`config.mk`:
```
export PLATFORM = sky130hd
export DESIGN_NAME = fpu_fpl_mul_issue_flat
export DESIGN_NICKNAME = d
export VERILOG_FILES = /design/src/rtl/fpu_fpl_mul_issue_if.sv /design/src/rtl/fpu_fpl_mul_issue.sv /design/src/flat_wrapper.sv
export SDC_FILE = /design/constraint.sdc
export NUM_CORES = 1
export LEC_CHECK = 0
export CAP_MARGIN = 20
export CORE_MARGIN = 2
export CORE_UTILIZATION = 41
export CTS_CLUSTER_SIZE = 16
export DETAILED_ROUTE_END_ITERATION = 10
export MAX_ROUTING_LAYER = met4
export PLACE_DENSITY = 0.87
export SKIP_LAST_GASP = 1
export SLEW_MARGIN = 20
export SYNTH_ARGS = -nofsm -noshare
export SYNTH_HDL_FRONTEND = slang
export SYNTH_SLANG_ARGS = --single-unit
```
`constraint.sdc`:
```
create_clock -name clk -period 2.2 [get_ports clk]
set_input_delay 0.33 -clock clk [delete_from_list [all_inputs] [get_ports clk]]
set_output_delay 0.33 -clock clk [all_outputs]
set_load 0.05 [all_outputs]
```
`src/rtl/fpu_fpl_mul_issue_if.sv`:
```
// Handshake and multiplier bus for fpu_fpl_mul_issue: request in, multiplier out/in, result out.
interface fpu_fpl_mul_issue_if #(
    parameter int unsigned TAG_W = 4
) ();
    logic             in_valid;
    logic             in_ready;
    logic [31:0]      in_srca;
    logic [31:0]      in_srcb;
    logic [TAG_W-1:0] in_tag;
    logic             mul_enable;
    logic [31:0]      mul_srca;
    logic [31:0]      mul_srcb;
    logic [31:0]      mul_dst;
    logic             out_valid;
    logic             out_ready;
    logic [31:0]      out_data;
    logic [TAG_W-1:0] out_tag;
    logic [1:0]       out_flags;

    modport slave (
        input  in_valid, in_srca, in_srcb, in_tag, mul_dst, out_ready,
        output in_ready, mul_enable, mul_srca, mul_srcb, out_valid, out_data, out_tag, out_flags
    );

    modport master (
        output in_valid, in_srca, in_srcb, in_tag, mul_dst, out_ready,
        input  in_ready, mul_enable, mul_srca, mul_srcb, out_valid, out_data, out_tag, out_flags
    );
endinterface

```
`src/rtl/fpu_fpl_mul_issue.sv`:
```
// Issues one operand pair to an external combinational multiplier, holds it LAT cycles, returns
// the tagged result. Define FPU_FPL_SPECIAL_EN to bypass zero/infinity exponents at accept time.
module fpu_fpl_mul_issue #(
    parameter int unsigned LAT   = 1,
    parameter int unsigned TAG_W = 4
) (
    input logic                 clk,
    input logic                 reset_n,
    fpu_fpl_mul_issue_if.slave  bus
);

    typedef enum logic [1:0] {StIdle, StIssue, StDone} state_e;

    localparam logic [1:0] CntLoad = 2'(LAT - 1);

    state_e           state_q, state_d;
    logic [1:0]       cnt_q, cnt_d;
    logic [31:0]      srca_q, srca_d;
    logic [31:0]      srcb_q, srcb_d;
    logic [31:0]      data_q, data_d;
    logic [TAG_W-1:0] tag_q, tag_d;
    logic [1:0]       flags_q, flags_d;

    logic        in_ready;
    logic        accept;
    logic        byp_zero;
    logic        byp_inf;
    logic        bypass;
    logic [31:0] byp_data;

`ifdef FPU_FPL_SPECIAL_EN
    logic sgn;
    assign sgn      = bus.in_srca[31] ^ bus.in_srcb[31];
    // Zero exponent wins over an all-ones exponent on the other operand.
    assign byp_zero = (bus.in_srca[30:23] == 8'h00) || (bus.in_srcb[30:23] == 8'h00);
    assign byp_inf  = !byp_zero &&
                      ((bus.in_srca[30:23] == 8'hFF) || (bus.in_srcb[30:23] == 8'hFF));
    assign byp_data = {sgn, byp_inf ? 31'h7F80_0000 : 31'h0};
`else
    assign byp_zero = 1'b0;
    assign byp_inf  = 1'b0;
    assign byp_data = 32'h0;
`endif

    assign bypass = byp_zero | byp_inf;
    assign accept = bus.in_valid & in_ready;

    always_ff @(posedge clk or negedge reset_n) begin
        if (!reset_n) begin
            state_q <= StIdle;
        end else begin
            state_q <= state_d;
        end
    end

    always_comb begin
        state_d = state_q;
        cnt_d   = cnt_q;
        srca_d  = srca_q;
        srcb_d  = srcb_q;
        data_d  = data_q;
        tag_d   = tag_q;
        flags_d = flags_q;
        case (state_q)
            StIssue: begin
                if (cnt_q == 2'd0) begin
                    state_d = StDone;
                    data_d  = bus.mul_dst;
                    flags_d = 2'b00;
                end else begin
                    cnt_d = cnt_q - 2'd1;
                end
            end
            StDone: begin
                if (bus.out_ready) begin
                    state_d = StIdle;
                end
            end
            default: ;
        endcase
        // Accept only happens in idle or on a done handshake, so it overrides the above.
        if (accept) begin
            tag_d = bus.in_tag;
            if (bypass) begin
                state_d = StDone;
                data_d  = byp_data;
                flags_d = {byp_inf, byp_zero};
            end else begin
                state_d = StIssue;
                srca_d  = bus.in_srca;
                srcb_d  = bus.in_srcb;
                cnt_d   = CntLoad;
            end
        end
    end

    always_comb begin
        in_ready       = 1'b0;
        bus.mul_enable = 1'b0;
        bus.out_valid  = 1'b0;
        unique case (state_q)
            StIdle:  in_ready = 1'b1;
            StIssue: bus.mul_enable = 1'b1;
            StDone: begin
                bus.out_valid = 1'b1;
                in_ready      = bus.out_ready;
            end
            default: ;
        endcase
    end

    always_ff @(posedge clk or negedge reset_n) begin
        if (!reset_n) begin
            cnt_q   <= 2'd0;
            srca_q  <= 32'h0;
            srcb_q  <= 32'h0;
            data_q  <= 32'h0;
            tag_q   <= '0;
            flags_q <= 2'b00;
        end else begin
            cnt_q   <= cnt_d;
            srca_q  <= srca_d;
            srcb_q  <= srcb_d;
            data_q  <= data_d;
            tag_q   <= tag_d;
            flags_q <= flags_d;
        end
    end

    assign bus.in_ready  = in_ready;
    assign bus.mul_srca  = srca_q;
    assign bus.mul_srcb  = srcb_q;
    assign bus.out_data  = data_q;
    assign bus.out_tag   = tag_q;
    assign bus.out_flags = flags_q;

endmodule

```
`src/flat_wrapper.sv`:
```
// flat-port wrapper written by rule: the top's interface ports become plain ports
module fpu_fpl_mul_issue_flat 
#(
    parameter int unsigned LAT   = 1,
    parameter int unsigned TAG_W = 4
)
  (clk, reset_n, bus_in_valid, bus_in_srca, bus_in_srcb, bus_in_tag, bus_mul_dst, bus_out_ready, bus_in_ready, bus_mul_enable, bus_mul_srca, bus_mul_srcb, bus_out_valid, bus_out_data, bus_out_tag, bus_out_flags);
  fpu_fpl_mul_issue_if #(.TAG_W(TAG_W)) bus_i ();
  input logic clk;
  input logic reset_n;
  input wire logic [$bits(bus_i.in_valid)-1:0] bus_in_valid;
  input wire logic [$bits(bus_i.in_srca)-1:0] bus_in_srca;
  input wire logic [$bits(bus_i.in_srcb)-1:0] bus_in_srcb;
  input wire logic [$bits(bus_i.in_tag)-1:0] bus_in_tag;
  input wire logic [$bits(bus_i.mul_dst)-1:0] bus_mul_dst;
  input wire logic [$bits(bus_i.out_ready)-1:0] bus_out_ready;
  output wire logic [$bits(bus_i.in_ready)-1:0] bus_in_ready;
  output wire logic [$bits(bus_i.mul_enable)-1:0] bus_mul_enable;
  output wire logic [$bits(bus_i.mul_srca)-1:0] bus_mul_srca;
  output wire logic [$bits(bus_i.mul_srcb)-1:0] bus_mul_srcb;
  output wire logic [$bits(bus_i.out_valid)-1:0] bus_out_valid;
  output wire logic [$bits(bus_i.out_data)-1:0] bus_out_data;
  output wire logic [$bits(bus_i.out_tag)-1:0] bus_out_tag;
  output wire logic [$bits(bus_i.out_flags)-1:0] bus_out_flags;
  assign bus_i.in_valid = bus_in_valid;
  assign bus_i.in_srca = bus_in_srca;
  assign bus_i.in_srcb = bus_in_srcb;
  assign bus_i.in_tag = bus_in_tag;
  assign bus_i.mul_dst = bus_mul_dst;
  assign bus_i.out_ready = bus_out_ready;
  assign bus_in_ready = bus_i.in_ready;
  assign bus_mul_enable = bus_i.mul_enable;
  assign bus_mul_srca = bus_i.mul_srca;
  assign bus_mul_srcb = bus_i.mul_srcb;
  assign bus_out_valid = bus_i.out_valid;
  assign bus_out_data = bus_i.out_data;
  assign bus_out_tag = bus_i.out_tag;
  assign bus_out_flags = bus_i.out_flags;
  fpu_fpl_mul_issue #(.LAT(LAT), .TAG_W(TAG_W)) u_core (.clk(clk), .reset_n(reset_n), .bus(bus_i));
endmodule
```
==> results.md, run 1 <==
* Outcome: complete, no violations
* Core area at just over 10,000 um2
* Post-Syn Area at 4324 um2
* Clk buf depth at 2
* Fin. Hold Viols at 0
* Final period util at between 80 and 90%
* Clk Latency, worst-skew pair at 0.35 ns
* Placed Cells at slightly below 600
* HPWL Detailed at between 7000 and 8000 um
* Largest net degree at the start of global routing at just under 50
* H-tree Lvls at 3
* WP buf/inv at 2
* Final setup viols at 0
* Residual DRC at 0
* Critical path class: reg -> out
* Area Growth Syn to Fin at 55.47%
* Cells after Synth at 242
* Flop2flop setup slack at 0.37 ns
* GRT Total Usage at a little under a fifth
* Global-route wire length before repair at around 16,000 um
* DR WL/cell at ~17 um
* Synth warnings at 0
* Drt pass-1 iters at 4
* HP Class: in -> async
* Crit-path slowest cell: dlygate4sd2_1
* Final std cells w/o fill at ~600
* Syn_area_per_cell at about 18 um2
* Die Area at around 11,000 um2
* Worst Skew at 0.01404 ns
* Tmin final at between 1.5 and 2 ns
* Nets at between 500 and 600
* CP Launch Type: register
* Sequential share of the synthesized area at about 60%
* Root Buffer: clkbuf_8
* Routability cong. at ~0.75
* Seq cells post-synth at approximately 100
* Routed Antenna Nets at 0
* GRT overflow at 0
* Worst r2r path cells at 6
* Via Count at about 2,700
* Postcts setup bufs at 0
* Synth unique cells at 23
* Cell family with most CP delay: buffers and inverters
* Worst reg2reg endpoint: u_core.bus.out_tag[2]$_DFFE_PN0P_
* Layout Utilization at between 60 and 70%
* CP Capture Type: output pin
* Routed wire length at around 10,000 um
* Worst EP required at ~1.9 ns
* I/O pin cnt at ~210
* CTS tree: yes
* Share of cells above drive strength 1 at between 20% and 30%
* Iteration-0 DRC Markers at 44
* Vias in the first global route at ~3,000
* Arrival time at the worst endpoint at 1.59 ns
* Max-slew headroom at approximately 64%
* IO buf count at 206
* Max FO, Critical Path at 3
* RSZ-0062 raised after global routing: false
* # rows at 37
* Die height at ~110 um
* Max incr delay on CP at about 0.56 ns
* Max cap viols at 0
* Worst-margin pin slew at around 0.54 ns
* Avg Vias per Cell at ~4.6
* Clock Sinks at ~100
* Initial antenna violation count at 0
* Die width at between 100 and 150 um
* FILL cells at between 800 and 900
* CTS buffer count at 9
* Max Fclk at between 500 and 600 MHz
* RR Startpoint: u_core.state_q[0]$_DFFE_PN0P_
* Diode count at 0
* Reg clk slew, reported paths at approximately 0.1 ns
* Post-route setup TNS at 0 ns
* Starting Density at 42.07%
* Cell Chain, Critical Path: inv_1 > ha_1 > dlygate4sd2_1
* Max Slew Vio Count at 0
## sequential cells by signal (all words and copies together) (netlist names)
register and cells:
u_core.bus.mul_srca 32, u_core.bus.mul_srcb 32, u_core.bus.out_data 32, u_core.bus.out_tag 4, u_core.cnt_q 2, u_core.state_q 2
## routing by layer
| metal | up-vias | track usage, % | routed length, um |
|---|---|---|---|
| met3 | 8 | 2.857 | 442 |
| met4 | 0 | 6.122 | 120 |
| met1 | 1362 | 22.18 | 4030 |
| met5 | - | - | 0 |
| met2 | 106 | 32.58 | 5471 |
| li1 | 1261 | - | - |
## worst max-delay path by stage
| stage | from | depth (start not counted) | to |
|---|---|---|---|
| 2_1_floorplan | u_core.state_q[0]$_DFFE_PN0P_ | 7 | u_core.bus.mul_srca[0]$_DFFE_PN0P_ |
| 3_3_place_gp | bus_out_ready | 5 | u_core.bus.out_tag[2]$_DFFE_PN0P_ |
| 3_5_place_dp | bus_out_ready | 5 | u_core.bus.out_tag[2]$_DFFE_PN0P_ |
| 4_1_cts | u_core.state_q[1]$_DFFE_PN0P_ | 3 | bus_mul_enable |
| 5_1_grt | u_core.state_q[1]$_DFFE_PN0P_ | 3 | bus_mul_enable |
| 6_report | u_core.state_q[1]$_DFFE_PN0P_ | 3 | bus_mul_enable |
## cells in the final DEF, fill, tap and decap left out, drive strengths merged, types with 2 or more instances in the layout
cell	n
inv	9
mux2	100
buf	11
nand2	2
clkdlybuf4s50	202
bufinv	2
dfrtp	104
clkbuf	10
nor2	2
ha	4
conb	2
## metrics by stage
step	area (um2)	hold slack (ns)	setup WS (ns)
after floorplan	4332	0.03441	0.1451
after detailed placement	6481	0.2854	0.2029
after CTS	6723	0.4439	0.2408
after global routing	6723	0.4400	0.1756
after global placement	6481	0.2771	0.2503
final	6723	0.4439	0.2793
## cells by family (layout without fill, tap and decap cells)
| group | after synthesis | after routing | share of synthesized area [%] |
|---|---|---|---|
| flops | 104 | 104 | 60.19 |
| mux | 100 | 100 | 31.77 |
| buf+inv | 18 | 236 | 4.716 |
| simple gates | 9 | 9 | 1.129 |
| compound gates | 5 | 5 | 0.7523 |
| fa+ha+maj | 4 | 4 | 1.157 |
| other cells | 1 | 2 | 0.08672 |
| xor+xnor | 1 | 1 | 0.2026 |
## synth_stat cells, drive strengths merged
cell / count / area [um2]
conb: 1 / 3.750
nor2: 2 / 7.510
mux2: 100 / 1374
a21o: 1 / 7.510
inv: 5 / 18.77
a21oi: 1 / 5.000
ha: 4 / 50.05
o21ai: 1 / 5.000
xnor2: 1 / 8.760
and2: 1 / 8.760
nand2: 2 / 7.510
buf: 13 / 185.2
or3: 1 / 6.260
a211oi: 1 / 7.510
nor3: 1 / 5.000
nor2b: 1 / 6.260
and2b: 1 / 7.510
dfrtp: 104 / 2603
o21bai: 1 / 7.510
## area by class of cell
class | instances | area, um2 | area share (%)
tap | 136 | 170.2 | 2.531
inverter | 5 | 18.77 | 0.2792
clock inverter | 6 | 95.09 | 1.414
clock buffer | 10 | 137.6 | 2.047
timing repair buffer | 215 | 2173 | 32.33
multi-input combinational | 121 | 1525 | 22.69
sequential | 104 | 2603 | 38.71
## what timing repair did
item / CTS / global route
hold buffers: 1 / 0
endpoints found under the hold margin: 29 / 0
resized for setup: 1 / 0
endpoints found under the setup margin: 1 / 0
Power of run 1 is left out: the tool's default activity adds up to more than one toggle a clock period on the data nets, which glitch-free logic cannot reach.
==> inputs of run 2 (changes only) <==
CORE_UTILIZATION = 37   (was 41)
PLACE_DENSITY = 0.83   (was 0.87)
clock period = 1.6 ns   (was 2.2 ns; I/O delays follow)
==> run 2 against run 1 <==
  * The flow now finishes with violations (negative setup slack)
  * Critical path depth grew 1
  * Via count increased by 2.6%
  * Core utilization shrank 5.2 points
  * Cell count rose by 3.4%
  * Clock skew down 0.0066 ns
  * First-iteration DRC count rose to 2.6 times the previous value
  * Non-clock buffer count is 14 higher
  * Register-to-register slack lost 0.42 ns
  * Setup slack lost 0.34 ns
  * Die area increased by 10%
  * Worst hold slack worse by 0.13 ns
  * Critical endpoint is now bus_in_ready
==> results.md, run 2 (synthesized netlist as in run 1, its figures left out) <==
* Routed wire length at 10,560 um (was 10,060 um)
* Global-route wire length before repair at 16,170 um (was 15,970 um)
* Root Buffer: clkbuf_16 (was clkbuf_8)
* Placed Cells at 593 (was 580)
* Flop2flop setup slack at -0.05 ns (was 0.37 ns)
* Placed cell areas at 6361 um2 (was 6481 um2)
* Final WS setup at -0.05792 ns (was 0.2793 ns)
* Worst r2r path cells at 6 (unchanged)
* H-tree Lvls at 3 (unchanged)
* RSZ-0062 raised after global routing: true (was false)
* FILL cells at 883 (was 812)
* GRT overflow at 0 (unchanged)
* Avg Vias per Cell at 4.553 (was 4.585)
* Max Fclk at between 600 and 700 MHz
* Critical path class: reg -> out (unchanged)
* Most common cell after layout, fill and taps aside: buf_4 (was clkdlybuf4s50_1)
* GRT Total Usage at 16.73% (was 18.64%)
* Final setup viols at 51 (was 0)
* RR Startpoint: u_core.state_q[0]$_DFFE_PN0P_ (unchanged)
* Vias in the first global route at 3,076 (was 2,974)
* Worst reg2reg endpoint: u_core.bus.mul_srca[30]$_DFFE_PN0P_ (was u_core.bus.out_tag[2]$_DFFE_PN0P_)
* Reg clk slew, reported paths at 0.07 ns (was 0.10 ns)
* I/O pin cnt at 209 (unchanged)
* Routability cong. at 0.7475 (was 0.7489)
* Die width at 112.1 um (was 106.7 um)
* CTS tree: yes (unchanged)
* Final period util at 103.6%
* Failing checks: negative setup slack
* Layout Utilization at 60.21% (was 65.41%)
* Fin. Hold Viols at 0 (unchanged)
* Final design area excluding fillers at 6875 um2 (was 6723 um2)
* Clk buf depth at 2 (unchanged)
* CP Capture Type: output pin (unchanged)
* Drt pass-1 iters at 4 (unchanged)
* Initial antenna violation count at 0 (unchanged)
* Final std cells w/o fill at 617 (was 597)
* Arrival time at the worst endpoint at 1.42 ns (was 1.59 ns)
* Die height at 112.1 um (was 106.7 um)
* Core area at 11,420 um2 (was 10,280 um2)
* Most frequent cells in the layout: buf_4 (105), dfrtp_1 (103), clkdlybuf4s50_1 (102), mux2_4 (67), mux2_2 (33) (was clkdlybuf4s50_1 (202), dfrtp_1 (104), mux2_4 (66), mux2_2 (34), clkbuf_8 (10))
* Multi-input logic area at 1593 um2 (was 1525 um2)
* # rows at 39 (was 37)
* Worst Setup SP: u_core.state_q[1]$_DFFE_PN0P_ (unchanged)
* Area Growth Syn to Fin at 59.00% (was 55.47%)
* Largest net degree at the start of global routing at 47 (was 49)
* Clk Latency, worst-skew pair at 0.33 ns (was 0.35 ns)
* Reg area at 2604 um2 (was 2603 um2)
* Outcome: complete, but fails checks (was complete, no violations)
* Clock Sinks at 104 (unchanged)
* Iteration-0 DRC Markers at 114 (was 44)
* IO buf count at 206 (unchanged)
* Residual DRC at 0 (unchanged)
* Max cap viols at 0 (unchanged)
* Critical Path End: bus_in_ready (was bus_mul_enable)
* Diode count at 0 (unchanged)
* Nets at 579 (was 564)
* Worst Skew at 0.007447 ns (was 0.01404 ns)
* Post-route setup TNS at -1.110 ns (was 0 ns)
* Tmin final at ~1.7 ns
* Max FO, Critical Path at 3 (unchanged)
* Via Count at 2,809 (was 2,737)
* Die Area at 12,570 um2 (was 11,380 um2)
* DR WL/cell at 17.12 um (was 16.86 um)
* Starting Density at 37.87% (was 42.07%)
* HP Class: in -> async (unchanged)
* Max Slew Vio Count at 0 (unchanged)
* HPWL Detailed at 7265 um (was 7747 um)
* Routed Antenna Nets at 0 (unchanged)
* CTS buffer count at 9 (unchanged)
* CP Launch Type: register (unchanged)
* Worst EP required at 1.36 ns (was 1.87 ns)
* Share of cells above drive strength 1 at 53.16% (was 28.20%)
==> run 2: changes by cell type in the layout (fill, tap and decap cells not counted), moves of 4 or more <==
cell             before  now
clkbuf_16             0   13
buf_6                 0    5
clkbuf_8             10    1
clkdlybuf4s50_1     202  102
inv_6                 4    0
buf_12                4   10
buf_4                 7  105
==> run 2: final cells by class <==
cell class                 count  area share (%)
tap                          143           2.602
clock buffer                  11           3.530
timing repair buffer         229           32.27
clock inverter                 3          0.2912
inverter                       5          0.2730
multi-input combinational    122           23.17
sequential                   104           37.87
==> run 2: worst min-delay path by stage <==
stage               startpoint                            endpoint  slack [ns]  depth (start not counted)
floorplan              reset_n  u_core.bus.mul_srca[0]$_DFFE_PN0P_       -0.06                          0
global placement       reset_n  u_core.bus.mul_srca[2]$_DFFE_PN0P_        0.13                          1
detailed placement     reset_n   u_core.bus.out_tag[3]$_DFFE_PN0P_        0.13                          1
CTS                    reset_n  u_core.bus.mul_srca[2]$_DFFE_PN0P_        0.31                          2
global route           reset_n  u_core.bus.mul_srca[2]$_DFFE_PN0P_        0.33                          2
finish                 reset_n  u_core.bus.mul_srca[2]$_DFFE_PN0P_        0.31                          2
==> run 2: stage by stage <==
| step | hold WS (ns) | setup WS, ns |
|---|---|---|
| global route | 0.3299 | -0.1215 |
| detailed placement | 0.1290 | -0.1986 |
| floorplan | -0.05559 | -0.1961 |
| finish | 0.3146 | -0.05792 |
| global placement | 0.1286 | -0.1455 |
| CTS | 0.3069 | -0.09401 |
==> run 2: layer usage <==
metal	routed length [um]	share of wire, %	GRT usage (%)
met1	4375	41	19.73
met2	5495	52	28.51
met3	498	4.7	2.862
met4	191	1.8	6.829
met5	0	0	-
==> run 2: worst max-delay path, stage by stage, from the launching register on <==
cell	delay (ns)
dfrtp_2	0.44
ha_4	0.17
a21o_4	0.23
buf_6	0.12
buf_12	0.13
==> run 2: what timing repair did <==
action | in CTS | in global routing
hold endpoints to repair | 15 | 0
gates cloned | 1 | 6
pin swaps | 1 | 1
endpoints found under the setup margin | 102 | 104
setup buffers | 0 | 2
hold buffers | 1 | 0
gates resized for setup | 11 | 11
Power of run 2 is left out for the same reason.
==> inputs of run 3 (changes only) <==
--- a/constraint.sdc
+++ b/constraint.sdc
@@ -3,2 +3,2 @@
 set_output_delay 0.24 -clock clk [all_outputs]
-set_load 0.05 [all_outputs]
+set_load 0.1 [all_outputs]
==> run 3 against run 2 <==
  * The run still ends with negative setup slack left
  * Critical path type unchanged
  * Via count up 0.36%
  * Count of clock-buffer cells in the layout up 1
  * First-iteration DRC count fell by 32%
  * Die area unchanged
  * Largest cell class is now buffers
  * Sequential cell count stayed put
  * Sequential share of layout area is 5.3 points lower
  * Core utilization is 9.7 points higher
  * Critical path depth up 1
  * Register-to-register slack about the same
==> results.md, run 3 (synthesized netlist as in run 1, its figures left out) <==
* Diode count at 0 (unchanged)
* Final setup viols at 61 (was 51)
* Root Buffer: clkbuf_16 (unchanged)
* Tmin final at 1.690 ns (was 1.658 ns)
* Clock Sinks at 104 (unchanged)
* Via Count at 2,819 (was 2,809)
* H-tree Lvls at 3 (unchanged)
* Routability cong. at 0.7379 (was 0.7475)
* Iteration-0 DRC Markers at 78 (was 114)
* Max-slew headroom at 61.97%
* Worst r2r path cells at 6 (unchanged)
* Residual DRC at 0 (unchanged)
* Clk Latency, worst-skew pair at 0.34 ns (was 0.33 ns)
* FILL cells at 745 (was 883)
* IO buf count at 206 (unchanged)
* Fin Hold WS at 0.4903 ns (was 0.3146 ns)
* Fin. Hold Viols at 0 (unchanged)
* Starting Density at 37.87% (unchanged)
* Critical path class: reg -> out (unchanged)
* Core area at 11,420 um2 (unchanged)
* CP Launch Type: register (unchanged)
* Initial antenna violation count at 0 (unchanged)
* Die height at 112.1 um (unchanged)
* Failing checks: negative setup slack (unchanged)
* Max Fclk at 591.7 MHz (was 603.2 MHz)
* Worst Skew at 0.008171 ns (was 0.007447 ns)
* CP Capture Type: output pin (unchanged)
* HP Class: in -> async (unchanged)
* Worst-margin pin slew at approximately 0.57 ns
* Routed wire length at 11,220 um (was 10,560 um)
* Share of cells above drive strength 1 at 51.82% (was 53.16%)
* Largest net degree at the start of global routing at 105 (was 47)
* Arrival time at the worst endpoint at 1.45 ns (was 1.42 ns)
* Avg Vias per Cell at 4.621 (was 4.553)
* Clk buf depth at 2 (unchanged)
* DR WL/cell at 18.39 um (was 17.12 um)
* Drt pass-1 iters at 6 (was 4)
* GRT overflow at 0 (unchanged)
* Layout Utilization at 69.92% (was 60.21%)
* Max FO, Critical Path at 3 (unchanged)
* Die width at 112.1 um (unchanged)
* RSZ-0062 raised after global routing: true (unchanged)
* I/O pin cnt at 209 (unchanged)
* Final WS setup at -0.09002 ns (was -0.05792 ns)
* Outcome: complete, but fails checks (unchanged)
* CTS tree: yes (unchanged)
* HPWL Detailed at 8368 um (was 7265 um)
* Nets at 570 (was 579)
* Most frequent cells in the layout: buf_12 (108), dfrtp_1 (104), clkdlybuf4s50_1 (102), mux2_4 (66), mux2_2 (34) (was buf_4 (105), dfrtp_1 (103), clkdlybuf4s50_1 (102), mux2_4 (67), mux2_2 (33))
* Reg clk slew, reported paths at 0.07 ns (about the same)
* GRT Total Usage at 18.70% (was 16.73%)
* Area Growth Syn to Fin at 84.64% (was 59.00%)
* Worst EP required at 1.36 ns (about the same)
* # rows at 39 (unchanged)
* Vias in the first global route at 3,307 (was 3,076)
* Most common cell after layout, fill and taps aside: buf_12 (was buf_4)
* Final period util at 105.6% (was 103.6%)
* Max Slew Vio Count at 0 (unchanged)
* Routed Antenna Nets at 0 (unchanged)
* Max cap viols at 0 (unchanged)
* Die Area at 12,570 um2 (unchanged)
* CTS buffer count at 9 (unchanged)
* Global-route wire length before repair at 17,690 um (was 16,170 um)
==> run 3: cell types whose count changed in the layout (fill, tap and decap cells not counted), sizes merged <==
cell | previous run | this run
and2 | 2 | 1
clkinv | 1 | 2
clkbuf | 15 | 13
buf | 122 | 117
==> run 3: per-layer routing <==
metal | vias to the layer above | routed length, um | GRT usage [%]
li1 | 1273 | - | -
met1 | 1409 | 4272 | 21.03
met2 | 116 | 6132 | 32.89
met3 | 21 | 562 | 3.672
met4 | 0 | 248 | 7.236
met5 | - | 0 | -
==> run 3: worst max-delay path: stages, from the launching register on <==
cell	delay [ns]
dfrtp_1	0.43
inv_2	0.07
ha_4	0.16
a21o_4	0.18
buf_6	0.11
buf_12	0.15
==> run 3: path summary, 6_finish.rpt <==
kind | startpoint | slack [ns] | endpoint
worst max register to register | u_core.state_q[0]$_DFFE_PN0P_ | -0.05 | u_core.bus.mul_srcb[27]$_DFFE_PN0P_
worst min-delay path | reset_n | 0.49 | u_core.bus.mul_srca[29]$_DFFE_PN0P_
max in group asynchronous | reset_n | 0.64 | u_core.bus.mul_srca[21]$_DFFE_PN0P_
worst max-delay path | u_core.state_q[1]$_DFFE_PN0P_ | -0.09 | bus_in_ready
worst min register to register | u_core.bus.out_data[5]$_DFFE_PN0P_ | 0.57 | u_core.bus.out_data[5]$_DFFE_PN0P_
min in group clk | bus_mul_dst[8] | 0.51 | u_core.bus.out_data[8]$_DFFE_PN0P_
==> run 3: what timing repair did <==
item	CTS	global route
endpoints found under the hold margin	80	0
endpoints found under the setup margin	101	74
hold buffers	1	0
resized for setup	8	4
cloned	1	1
setup buffers	0	1
==> run 3: layout make-up <==
| cell class | instances | area (um2) | area share, % |
|---|---|---|---|
| Clock buffer | 12 | 256.5 | 3.213 |
| Timing Repair Buffer | 221 | 3317 | 41.55 |
| Multi-Input combinational cell | 121 | 1582 | 19.81 |
| Inverter | 5 | 18.77 | 0.2351 |
| Clock inverter | 4 | 28.78 | 0.3604 |
| Tap cell | 143 | 178.9 | 2.241 |
| Sequential cell | 104 | 2603 | 32.60 |
==> run 3: stage by stage <==
step                      instances  cell area, um2  setup TNS [ns]  worst slack, ns
after global routing            610            7984          -6.006          -0.1264
after detailed placement        590            7580          -11.83          -0.1925
final                           610            7984          -2.197         -0.09002
after floorplan                 243            4350          -38.86          -0.4614
after CTS                       608            7934          -3.776          -0.1217
after global placement          590            7580          -9.726          -0.1617
Power of run 3 is left out for the same reason.
